`src/rtl/seq_det_pkg.sv`:
```
`default_nettype none
// +------------------------------------------------------------------+
// | seq_det_pkg                                                      |
// | State encoding and step/output functions of the w-seq detector.  |
// | Revision: 1.0                                                    |
// +------------------------------------------------------------------+
package seq_det_pkg;

  typedef enum logic [2:0] {
    A = 3'd0,
    B = 3'd1,
    C = 3'd2,
    D = 3'd3,
    E = 3'd4,
    F = 3'd5
  } state_t;

  // Unused codes 6/7 fall back to A so a corrupted context self-recovers.
  function automatic state_t step(input state_t s, input logic w);
    state_t n;
    case (s)
      A:       n = w ? B : A;
      B:       n = w ? C : D;
      C:       n = w ? E : D;
      D:       n = w ? F : A;
      E:       n = w ? E : D;
      F:       n = w ? C : D;
      default: n = A;
    endcase
    return n;
  endfunction

  function automatic logic zout(input state_t s);
    return (s == E) || (s == F);
  endfunction

endpackage
`default_nettype wire

```
`src/rtl/rr_arbiter.sv`:
```
`default_nettype none
// +------------------------------------------------------------------+
// | rr_arbiter                                                       |
// | Round-robin arbiter: first requester at or after ptr, wrapping.  |
// | Revision: 1.0                                                    |
// +------------------------------------------------------------------+
module rr_arbiter #(
  parameter int N    = 4,
  parameter int CH_W = $clog2(N)
) (
  input  logic [N-1:0]    req,
  input  logic            en,
  input  logic [CH_W-1:0] ptr,
  output logic [N-1:0]    gnt,
  output logic [CH_W-1:0] gnt_idx,
  output logic            any
);

  logic [N-1:0]    w_hi;
  logic            w_found;
  logic [CH_W-1:0] w_idx;

  // Requesters at or above ptr win first; otherwise wrap to the lowest one.
  always_comb begin
    w_found = 1'b0;
    w_idx   = '0;
    for (int k = 0; k < N; k++) begin
      w_hi[k] = req[k] && ((CH_W+1)'(k) >= {1'b0, ptr});
    end
    for (int k = 0; k < N; k++) begin
      if (!w_found && w_hi[k]) begin
        w_found = 1'b1;
        w_idx   = CH_W'(k);
      end
    end
    for (int k = 0; k < N; k++) begin
      if (!w_found && req[k]) begin
        w_found = 1'b1;
        w_idx   = CH_W'(k);
      end
    end
  end

  always_comb begin
    any     = en & w_found;
    gnt_idx = w_idx;
    for (int k = 0; k < N; k++) begin
      gnt[k] = any && (w_idx == CH_W'(k));
    end
  end

endmodule
`default_nettype wire

```
`src/rtl/shared_seq_detect_sched.sv`:
```
`default_nettype none
// +------------------------------------------------------------------+
// | shared_seq_detect_sched                                          |
// | One w-sequence detector time-shared across N channel contexts.   |
// | Revision: 1.0                                                    |
// +------------------------------------------------------------------+
module shared_seq_detect_sched
  import seq_det_pkg::*;
#(
  parameter int N    = 4,
  parameter int CH_W = $clog2(N)
) (
  input  logic            clk,
  input  logic            reset,
  input  logic [N-1:0]    in_valid,
  input  logic [N-1:0]    in_w,
  output logic [N-1:0]    in_ready,
  input  logic [N-1:0]    ch_clear,
  output logic            out_valid,
  input  logic            out_ready,
  output logic [CH_W-1:0] out_ch,
  output logic            out_z,
  output logic [N-1:0]    ctx_z
);

  state_t          r_ctx     [N];
  state_t          w_ctx_nxt [N];
  state_t          w_step;
  logic [N-1:0]    w_elig;
  logic [N-1:0]    w_gnt;
  logic [CH_W-1:0] w_gnt_idx;
  logic            w_any;
  logic            w_stall;
  logic [CH_W-1:0] r_ptr;
  logic            r_out_valid;
  logic [CH_W-1:0] r_out_ch;
  logic            r_out_z;

  // A cleared channel is never eligible, so clear and step never collide.
  assign w_elig  = in_valid & ~ch_clear;
  assign w_stall = r_out_valid & ~out_ready;

  rr_arbiter #(
    .N    (N),
    .CH_W (CH_W)
  ) u_arb (
    .req     (w_elig),
    .en      (~w_stall),
    .ptr     (r_ptr),
    .gnt     (w_gnt),
    .gnt_idx (w_gnt_idx),
    .any     (w_any)
  );

  assign in_ready = w_gnt;

  // The single shared detector step, applied to the granted context.
  always_comb begin
    w_step = step(r_ctx[w_gnt_idx], in_w[w_gnt_idx]);
  end

  // Context next-state
  always_comb begin
    for (int i = 0; i < N; i++) begin
      w_ctx_nxt[i] = r_ctx[i];
      if (ch_clear[i]) begin
        w_ctx_nxt[i] = A;
      end else if (w_gnt[i]) begin
        w_ctx_nxt[i] = w_step;
      end
    end
  end

  // Context state register
  always_ff @(posedge clk) begin
    for (int i = 0; i < N; i++) begin
      if (reset) begin
        r_ctx[i] <= A;
      end else begin
        r_ctx[i] <= w_ctx_nxt[i];
      end
    end
  end

  // Per-channel Moore output, registered through the context itself.
  always_comb begin
    for (int i = 0; i < N; i++) begin
      ctx_z[i] = zout(r_ctx[i]);
    end
  end

  // Result register and round-robin pointer
  always_ff @(posedge clk) begin
    if (reset) begin
      r_ptr       <= '0;
      r_out_valid <= 1'b0;
      r_out_ch    <= '0;
      r_out_z     <= 1'b0;
    end else if (w_any) begin
      r_out_valid <= 1'b1;
      r_out_ch    <= w_gnt_idx;
      r_out_z     <= zout(w_step);
      r_ptr       <= (w_gnt_idx == CH_W'(N - 1)) ? '0 : w_gnt_idx + CH_W'(1);
    end else if (out_ready) begin
      r_out_valid <= 1'b0;
    end
  end

  assign out_valid = r_out_valid;
  assign out_ch    = r_out_ch;
  assign out_z     = r_out_z;

  a_gnt_onehot : assert property (@(posedge clk) disable iff (reset)
    $onehot0(in_ready));
  a_no_gnt_stall : assert property (@(posedge clk) disable iff (reset)
    w_stall |-> (in_ready == '0));
  a_no_gnt_clear : assert property (@(posedge clk) disable iff (reset)
    (in_ready & ch_clear) == '0);

endmodule
`default_nettype wire

```
`config.mk`:
```
export PLATFORM = sky130hd
export DESIGN_NAME = shared_seq_detect_sched
export DESIGN_NICKNAME = d
export VERILOG_FILES = /design/src/rtl/seq_det_pkg.sv /design/src/rtl/rr_arbiter.sv /design/src/rtl/shared_seq_detect_sched.sv
export SDC_FILE = /design/constraint.sdc
export NUM_CORES = 1
export LEC_CHECK = 0
export ABC_AREA = 1
export BUFFER_PORTS_ARGS = -buffer_cell sky130_fd_sc_hd__buf_2
export CAP_MARGIN = 40
export CORE_MARGIN = 4
export CORE_UTILIZATION = 48
export CTS_CLUSTER_SIZE = 40
export DETAILED_ROUTE_END_ITERATION = 16
export PLACE_DENSITY = 0.84
export SLEW_MARGIN = 10
export SYNTH_ARGS = -nofsm -noshare
export SYNTH_HDL_FRONTEND = slang
export SYNTH_SLANG_ARGS = --single-unit
```
`constraint.sdc`:
```
create_clock -name clk -period 1.64 [get_ports clk]
set_input_delay 0.164 -clock clk [delete_from_list [all_inputs] [get_ports clk]]
set_output_delay 0.164 -clock clk [all_outputs]
set_load 0.01 [all_outputs]
```
==> results of run 1 <==
-- cell usage in the layout (no fill, tap or decap) --
cell,count
a21boi_0,4
a21oi_1,5
a21oi_2,2
buf_12,2
buf_2,22
buf_4,23
buf_6,8
buf_8,1
clkbuf_16,1
clkbuf_4,3
clkbuf_8,1
clkinv_4,1
dfxtp_1,16
dfxtp_2,2
ha_4,4
inv_1,26
inv_2,3
inv_4,2
inv_6,2
nand2_1,24
nand2_2,18
nand2_4,9
nand2_8,1
nand3_1,15
nand3_2,6
nand3_4,2
nand3b_1,1
nand3b_4,1
nand4_1,1
nor2_1,25
nor2_4,2
o211ai_1,2
o21ai_0,11
o21ai_2,2
-- per-stage QoR --
stage / setup TNS, ps / std cells
after floorplan: -166 / 188
after global placement: -1810 / 258
after detailed placement: -2820 / 258
after CTS: -4040 / 272
after global routing: -7740 / 278
final: -6330 / 278
-- Yosys cell counts (2+ instances only) --
| cell type | n | area share, % |
|---|---|---|
| nand2_1 | 33 | 9.8 |
| inv_1 | 30 | 8.9 |
| nor2_1 | 25 | 7.5 |
| dfxtp_1 | 18 | 29 |
| nand2_2 | 17 | 8.4 |
| nand3_1 | 17 | 6.8 |
| o21ai_0 | 13 | 5.2 |
| a21oi_1 | 7 | 2.8 |
| nand3_2 | 5 | 4.0 |
| a21boi_0 | 4 | 2.4 |
| ha_1 | 4 | 4.0 |
| inv_2 | 3 | 0.89 |
| nand2_4 | 2 | 1.8 |
| nor2_4 | 2 | 1.8 |
| o211ai_1 | 2 | 1.2 |
-- what timing repair did --
item / CTS / global route
endpoints found under the setup margin: 17 / 20
pin swaps: 20 / 19
gates cloned: 0 / 1
buffers inserted: 10 / 5
gates resized for setup: 31 / 22
-- state kept, by name, summed over array words and instances, names as in the netlist --
name,flops
r_ctx,12
out_ch,2
out_valid,1
out_z,1
r_ptr,2
-- power groups by stage --
| stage | Combinational (W) | Clock, W | Sequential (W) |
|---|---|---|---|
| after floorplan | 0.000404 | 0 | 0.000508 |
| after global placement | 0.000587 | 0 | 0.000504 |
| after detailed placement | 0.000599 | 0 | 0.000506 |
| after CTS | 0.000731 | 0.000283 | 0.000498 |
| after global routing | 0.000945 | 0.000311 | 0.000505 |
| final | 0.000898 | 0.000286 | 0.000501 |
-- final cells by class --
class | count | area [um2] | area share (%)
Multi-Input combinational cell | 135 | 905 | 46.6
Timing Repair Buffer | 57 | 453 | 23.3
Sequential cell | 18 | 363 | 18.7
Inverter | 34 | 148 | 7.60
Tap cell | 30 | 37.5 | 1.93
Clock buffer | 4 | 36.3 | 1.87
-- critical path: stages (launching register included) --
cell     delay, ps
dfxtp_2        340
nor2_1         150
nand2_2        110
buf_4          160
nand3_1        120
nand2_4         90
buf_12         140
buf_12         120
nand2_1        110
nand2_2        100
nand2_1        100
nand2_2         80
nor2_4         170
nor2_1          70
nor2_1         130
-- per-layer routing --
| metal | up-vias | track usage, % | routed length, um |
|---|---|---|---|
| met5 | - | 0 | 0 |
| met4 | 0 | 8.41 | 136 |
| met3 | 23 | 1.96 | 391 |
| met2 | 97 | 36.5 | 2090 |
| met1 | 718 | 30.5 | 1720 |
| li1 | 712 | - | - |
-- kinds of logic after synthesis --
logic type               after synthesis  share of synthesized area, %
buffers and inverters                 35                          11.7
AND/OR/NAND/NOR                      105                          44.1
AO/OA/AOI/OAI                         26                          11.5
flip-flops                            18                          28.6
adder cells (fa/ha/maj)                4                          3.98
-- how the worst max path moves through the flow --
stage                           start           to  slack [ps]
after floorplan              r_ptr[1]  r_ctx[2][0]         -20
after global placement    ch_clear[0]  r_ctx[1][0]        -140
after detailed placement     r_ptr[1]  r_ctx[3][1]        -190
after CTS                    r_ptr[1]  r_ctx[2][1]        -250
after global routing         r_ptr[1]  r_ctx[1][2]        -510
final                        r_ptr[0]  r_ctx[1][2]        -440
==> results.sh, run 1 <==
export IMPL_status="complete, but fails checks"
export IMPL_violations="negative setup slack"
export IMPL_ys_async_sr_fraction_pct=0
export IMPL_worstReg2RegEnd="r_ctx[1][2]"
export IMPL_placementRows=18
export IMPL_p_sw_w=0.000686
export IMPL_hold_depth=2
export IMPL_clock_sinks=18
export IMPL_slew_viol_final=0
export IMPL_fin_area_um2=1940
export IMPL_gp_congestion=0.931
export IMPL_power_frac_clock_pct=17.0
export IMPL_root_buffer="clkbuf_4"
export IMPL_yosys_most_used_dff="dfxtp_1"
export IMPL_synth_area_per_cell_um2=6.70
export IMPL_core_area_um2=2500
export IMPL_area_delta_synth_final_pct=54.3
export IMPL_diodes=0
export IMPL_netlist_instances=188
export IMPL_setup_slack_ps=-441
export IMPL_hp_class="in -> reg"
export IMPL_max_slew_margin_rel_pct=77.3
export IMPL_clkTransAtPathRegs_ps=120
export IMPL_layout_min_cycle_time_ps=2080
export IMPL_min_to="out_ch[0]"
export IMPL_drtAntennaViolNets=0
export IMPL_start_kind="register"
export IMPL_rsz0062_at_grt="yes"
export IMPL_syn_area_um2=1260
export IMPL_initial_core_util_pct=50.4
export IMPL_r2r_start="r_ptr[0]"
export IMPL_power_w=0.00168
export IMPL_final_util_pct=77.7
export IMPL_reg2reg_setup_slack_ps=-440
export IMPL_die_area_um2=3510
export IMPL_p_sw_share_pct=40.7
export IMPL_crit_required_ps=1880
export IMPL_cts_tree="yes"
export IMPL_hold_viol=0
export IMPL_drt_initial_drc_count=138
export IMPL_pre_cts_slack_ps=-194
export IMPL_clock_path_buffers=2
export IMPL_drc=0
export IMPL_vias=1550
export IMPL_power_leakage_nw=1.02
export IMPL_fmax_mhz=480
export IMPL_worstMarginPinSlew_ps=337
export IMPL_totalWireLength_um=4340
export IMPL_arrival_ps=2320
export IMPL_first_pass_iters=6
export IMPL_maxCapViolCount=0
export IMPL_synth_edf_count=0
export IMPL_yosysSeqAreaShare_pct=28.6
export IMPL_io_pins=27
export IMPL_clkLatencyLatePin_ps=310
export IMPL_detail_route_vias_per_cell=5.58
export IMPL_yosys_register_bits=18
export IMPL_fill_cells=155
export IMPL_setup_violations=18
export IMPL_reg2reg_depth=14
export IMPL_globalRouteOverflowTotal=0
export IMPL_crit_fanout=5
export IMPL_wl_per_cell_um=15.6
export IMPL_clock_skew_final_ps=11.8
export IMPL_yosysUniqueCellTypes=21
export IMPL_critPathKind="reg -> reg"
export IMPL_grt_pass1_vias=1297
export IMPL_cell_internal_pwr_w=0.000999
export IMPL_p_seq_share_pct=29.7
export IMPL_track_usage_pct=22.4
export IMPL_whs_ps=90.3
export IMPL_syn_nets=207
export IMPL_dp_hpwl_um=2560
export IMPL_final_nets=268
export IMPL_place_area_um2=1540
export IMPL_die_y_um=59.2
export IMPL_grt_antenna_before_repair=0
export IMPL_numCtsBuffers=3
export IMPL_powerDensity_nw_per_um2=868
export IMPL_period_share_pct=127
export IMPL_grt_pass1_wl_um=5930
export IMPL_vdd_drop_max_uv=811
export IMPL_htree_levels=1
export IMPL_hold_start="reset"
export IMPL_ys_warn_count=0
export IMPL_drive_gt1_share_pct=47.6
export IMPL_die_w_um=59.2
export IMPL_p_comb_share_pct=53.3
export IMPL_io_buffers=26
export IMPL_end_kind="register"
export IMPL_grt_max_degree=11
export IMPL_cts_hold_buf=0
Power figures use the tool's default switching activity.
==> run 2, diff against run 1 <==
--- a/config.mk
+++ b/config.mk
@@ -9,10 +9,11 @@
 export BUFFER_PORTS_ARGS = -buffer_cell sky130_fd_sc_hd__buf_2
 export CAP_MARGIN = 40
 export CORE_MARGIN = 4
-export CORE_UTILIZATION = 48
+export CORE_UTILIZATION = 53
 export CTS_CLUSTER_SIZE = 40
 export DETAILED_ROUTE_END_ITERATION = 16
-export PLACE_DENSITY = 0.84
+export PLACE_DENSITY = 0.88
+export SETUP_SLACK_MARGIN = 0.02
 export SLEW_MARGIN = 10
 export SYNTH_ARGS = -nofsm -noshare
 export SYNTH_HDL_FRONTEND = slang
==> constraint.sdc (replaced) <==
create_clock -name clk -period 2.2 [get_ports clk]
set_input_delay 0.22 -clock clk [delete_from_list [all_inputs] [get_ports clk]]
set_output_delay 0.22 -clock clk [all_outputs]
set_load 0.01 [all_outputs]
==> results.sh, run 2 (synthesis gave the netlist of run 1 again) <==
export IMPL_crit_required_ps=1980
export IMPL_drc=0
export IMPL_setup_violations=0
export IMPL_grt_pass1_wl_um=5060
export IMPL_grt_pass1_vias=1191
export IMPL_largest_register_ff_count=12
export IMPL_drive_gt1_share_pct=33.5
export IMPL_min_to="out_ch[0]"
export IMPL_p_comb_share_pct=42.9
export IMPL_final_util_pct=68.3
export IMPL_reg2reg_setup_slack_ps=270
export IMPL_fin_cells=252
export IMPL_io_buffers=26
export IMPL_clock_sinks=18
export IMPL_layout_min_cycle_time_ps=2110
export IMPL_vdd_drop_max_uv=562
export IMPL_maxCapViolCount=0
export IMPL_hold_depth=2
export IMPL_hold_viol=0
export IMPL_wl_met1_um=1320
export IMPL_largest_register="r_ctx"
export IMPL_routed_wl_met2_um=1450
export IMPL_placementRows=17
export IMPL_track_usage_pct=19.7
export IMPL_crit_fanout=7
export IMPL_cell_internal_pwr_w=0.000609
export IMPL_worstMarginPinSlew_ps=275
export IMPL_numCtsBuffers=3
export IMPL_drt_initial_drc_count=64
export IMPL_grt_antenna_before_repair=0
export IMPL_mostFrequentLayoutCells="nand2_1 (32), inv_1 (27), buf_2 (26)"
export IMPL_clock_path_buffers=2
export IMPL_reg2reg_depth=15
export IMPL_r2r_start="r_ptr[0]"
export IMPL_status="completed"
export IMPL_root_buffer="clkbuf_4"
export IMPL_core_area_um2=2230
export IMPL_powerDensity_nw_per_um2=668
export IMPL_drtAntennaViolNets=0
export IMPL_die_y_um=56.7
export IMPL_end_kind="output port"
export IMPL_p_sw_w=0.000409
export IMPL_fmax_mhz=473
export IMPL_die_area_um2=3220
export IMPL_rsz0062_at_grt="yes"
export IMPL_clkTransAtPathRegs_ps=110
export IMPL_first_pass_iters=5
export IMPL_worstReg2RegEnd="r_ctx[1][0]"
export IMPL_htree_levels=1
export IMPL_gp_congestion=0.957
export IMPL_totalWireLength_um=3140
export IMPL_final_nets=244
export IMPL_die_w_um=56.7
export IMPL_globalRouteOverflowTotal=0
export IMPL_routed_top_layer="met4"
export IMPL_p_seq_share_pct=36.4
export IMPL_final_common_cell="nand2_1"
export IMPL_hold_start="reset"
export IMPL_arrival_ps=1890
export IMPL_routed_wl_met3_um=254
export IMPL_wl_per_cell_um=12.5
export IMPL_slew_viol_final=0
export IMPL_dp_hpwl_um=2230
export IMPL_diodes=0
export IMPL_clkLatencyLatePin_ps=300
export IMPL_p_sw_share_pct=40.2
export IMPL_clock_skew_final_ps=5.86
export IMPL_area_delta_synth_final_pct=21.2
export IMPL_dp_cells=241
export IMPL_period_share_pct=96.0
export IMPL_vias=1350
export IMPL_critPathKind="reg -> out"
export IMPL_hp_class="in -> reg"
export IMPL_start_kind="register"
export IMPL_max_slew_margin_rel_pct=81.6
export IMPL_io_pins=27
export IMPL_power_leakage_nw=0.842
export IMPL_grt_max_degree=13
export IMPL_cts_tree="yes"
export IMPL_initial_core_util_pct=56.4
export IMPL_detail_route_vias_per_cell=5.36
export IMPL_power_frac_clock_pct=20.6
==> run 2: changes by cell type in the layout (fill, tap and decap cells not counted), sizes merged <==
cell	delta
nand2	+1
inv	+1
buf	-24
clkinv	-1
clkbuf	-1
==> run 2: through the flow <==
step / hold WS, ps / instance area (um2) / TNS [ps] / power, W / worst slack [ps]
floorplan: 292 / 1260 / 0 / 0.000674 / 531
global placement: 476 / 1400 / 0 / 0.000758 / 296
detailed placement: 477 / 1400 / 0 / 0.000762 / 248
CTS: 154 / 1460 / 0 / 0.000975 / 36.0
global route: 172 / 1530 / -6.18 / 0.00109 / -4.35
finish: 152 / 1530 / 0 / 0.00102 / 88.0
==> run 2: repair_timing <==
action,4_1_cts,5_1_grt
setup buffers,0,6
hold buffers,0,0
gates cloned,0,1
pin swaps,0,2
endpoints found under the setup margin,4,4
resized for setup,4,8
==> run 2: worst max-delay path by stage <==
stage | from | end | slack, ps | cells after the start
after global placement | r_ptr[1] | r_ctx[2][2] | 300 | 16
after global routing | r_ptr[1] | in_ready[0] | -4 | 11
after floorplan | r_ptr[1] | r_ctx[0][0] | 530 | 16
after CTS | r_ptr[0] | in_ready[0] | 40 | 11
after detailed placement | r_ptr[1] | r_ctx[2][2] | 250 | 16
final | r_ptr[1] | in_ready[0] | 90 | 11
==> run 2: worst max-delay path, stage by stage (launching register included) <==
cell	delay, ps
dfxtp_2	370
nor2_1	60
nand2_2	110
nand2_2	80
nor2_4	120
nand3_4	140
nand2_8	120
inv_2	80
ha_1	200
nand2_1	100
inv_2	70
buf_2	140
==> run 2: power groups by stage <==
stage,combinational [W],clock [W],sequential (W)
2_1_floorplan,0.000297,0,0.000377
3_5_place_dp,0.000385,0,0.000377
5_1_grt,0.000487,0.000225,0.000375
3_3_place_gp,0.000382,0,0.000376
4_1_cts,0.000395,0.000211,0.000370
6_report,0.000437,0.000210,0.000371
==> run 2: per-layer routing <==
| layer | track usage (%) | vias to the layer above |
|---|---|---|
| li1 | - | 665 |
| met1 | 25.0 | 610 |
| met2 | 33.3 | 60 |
| met3 | 3.22 | 15 |
| met4 | 6.95 | 0 |
| met5 | 0 | - |
==> run 2: cell type report <==
| cell class | count | area [um2] |
|---|---|---|
| Inverter | 34 | 133 |
| Sequential cell | 18 | 363 |
| Multi-Input combinational cell | 136 | 783 |
| Timing Repair Buffer | 32 | 175 |
| Tap cell | 28 | 35.0 |
| Clock buffer | 4 | 36.3 |
| Fill cell | 200 | 708 |
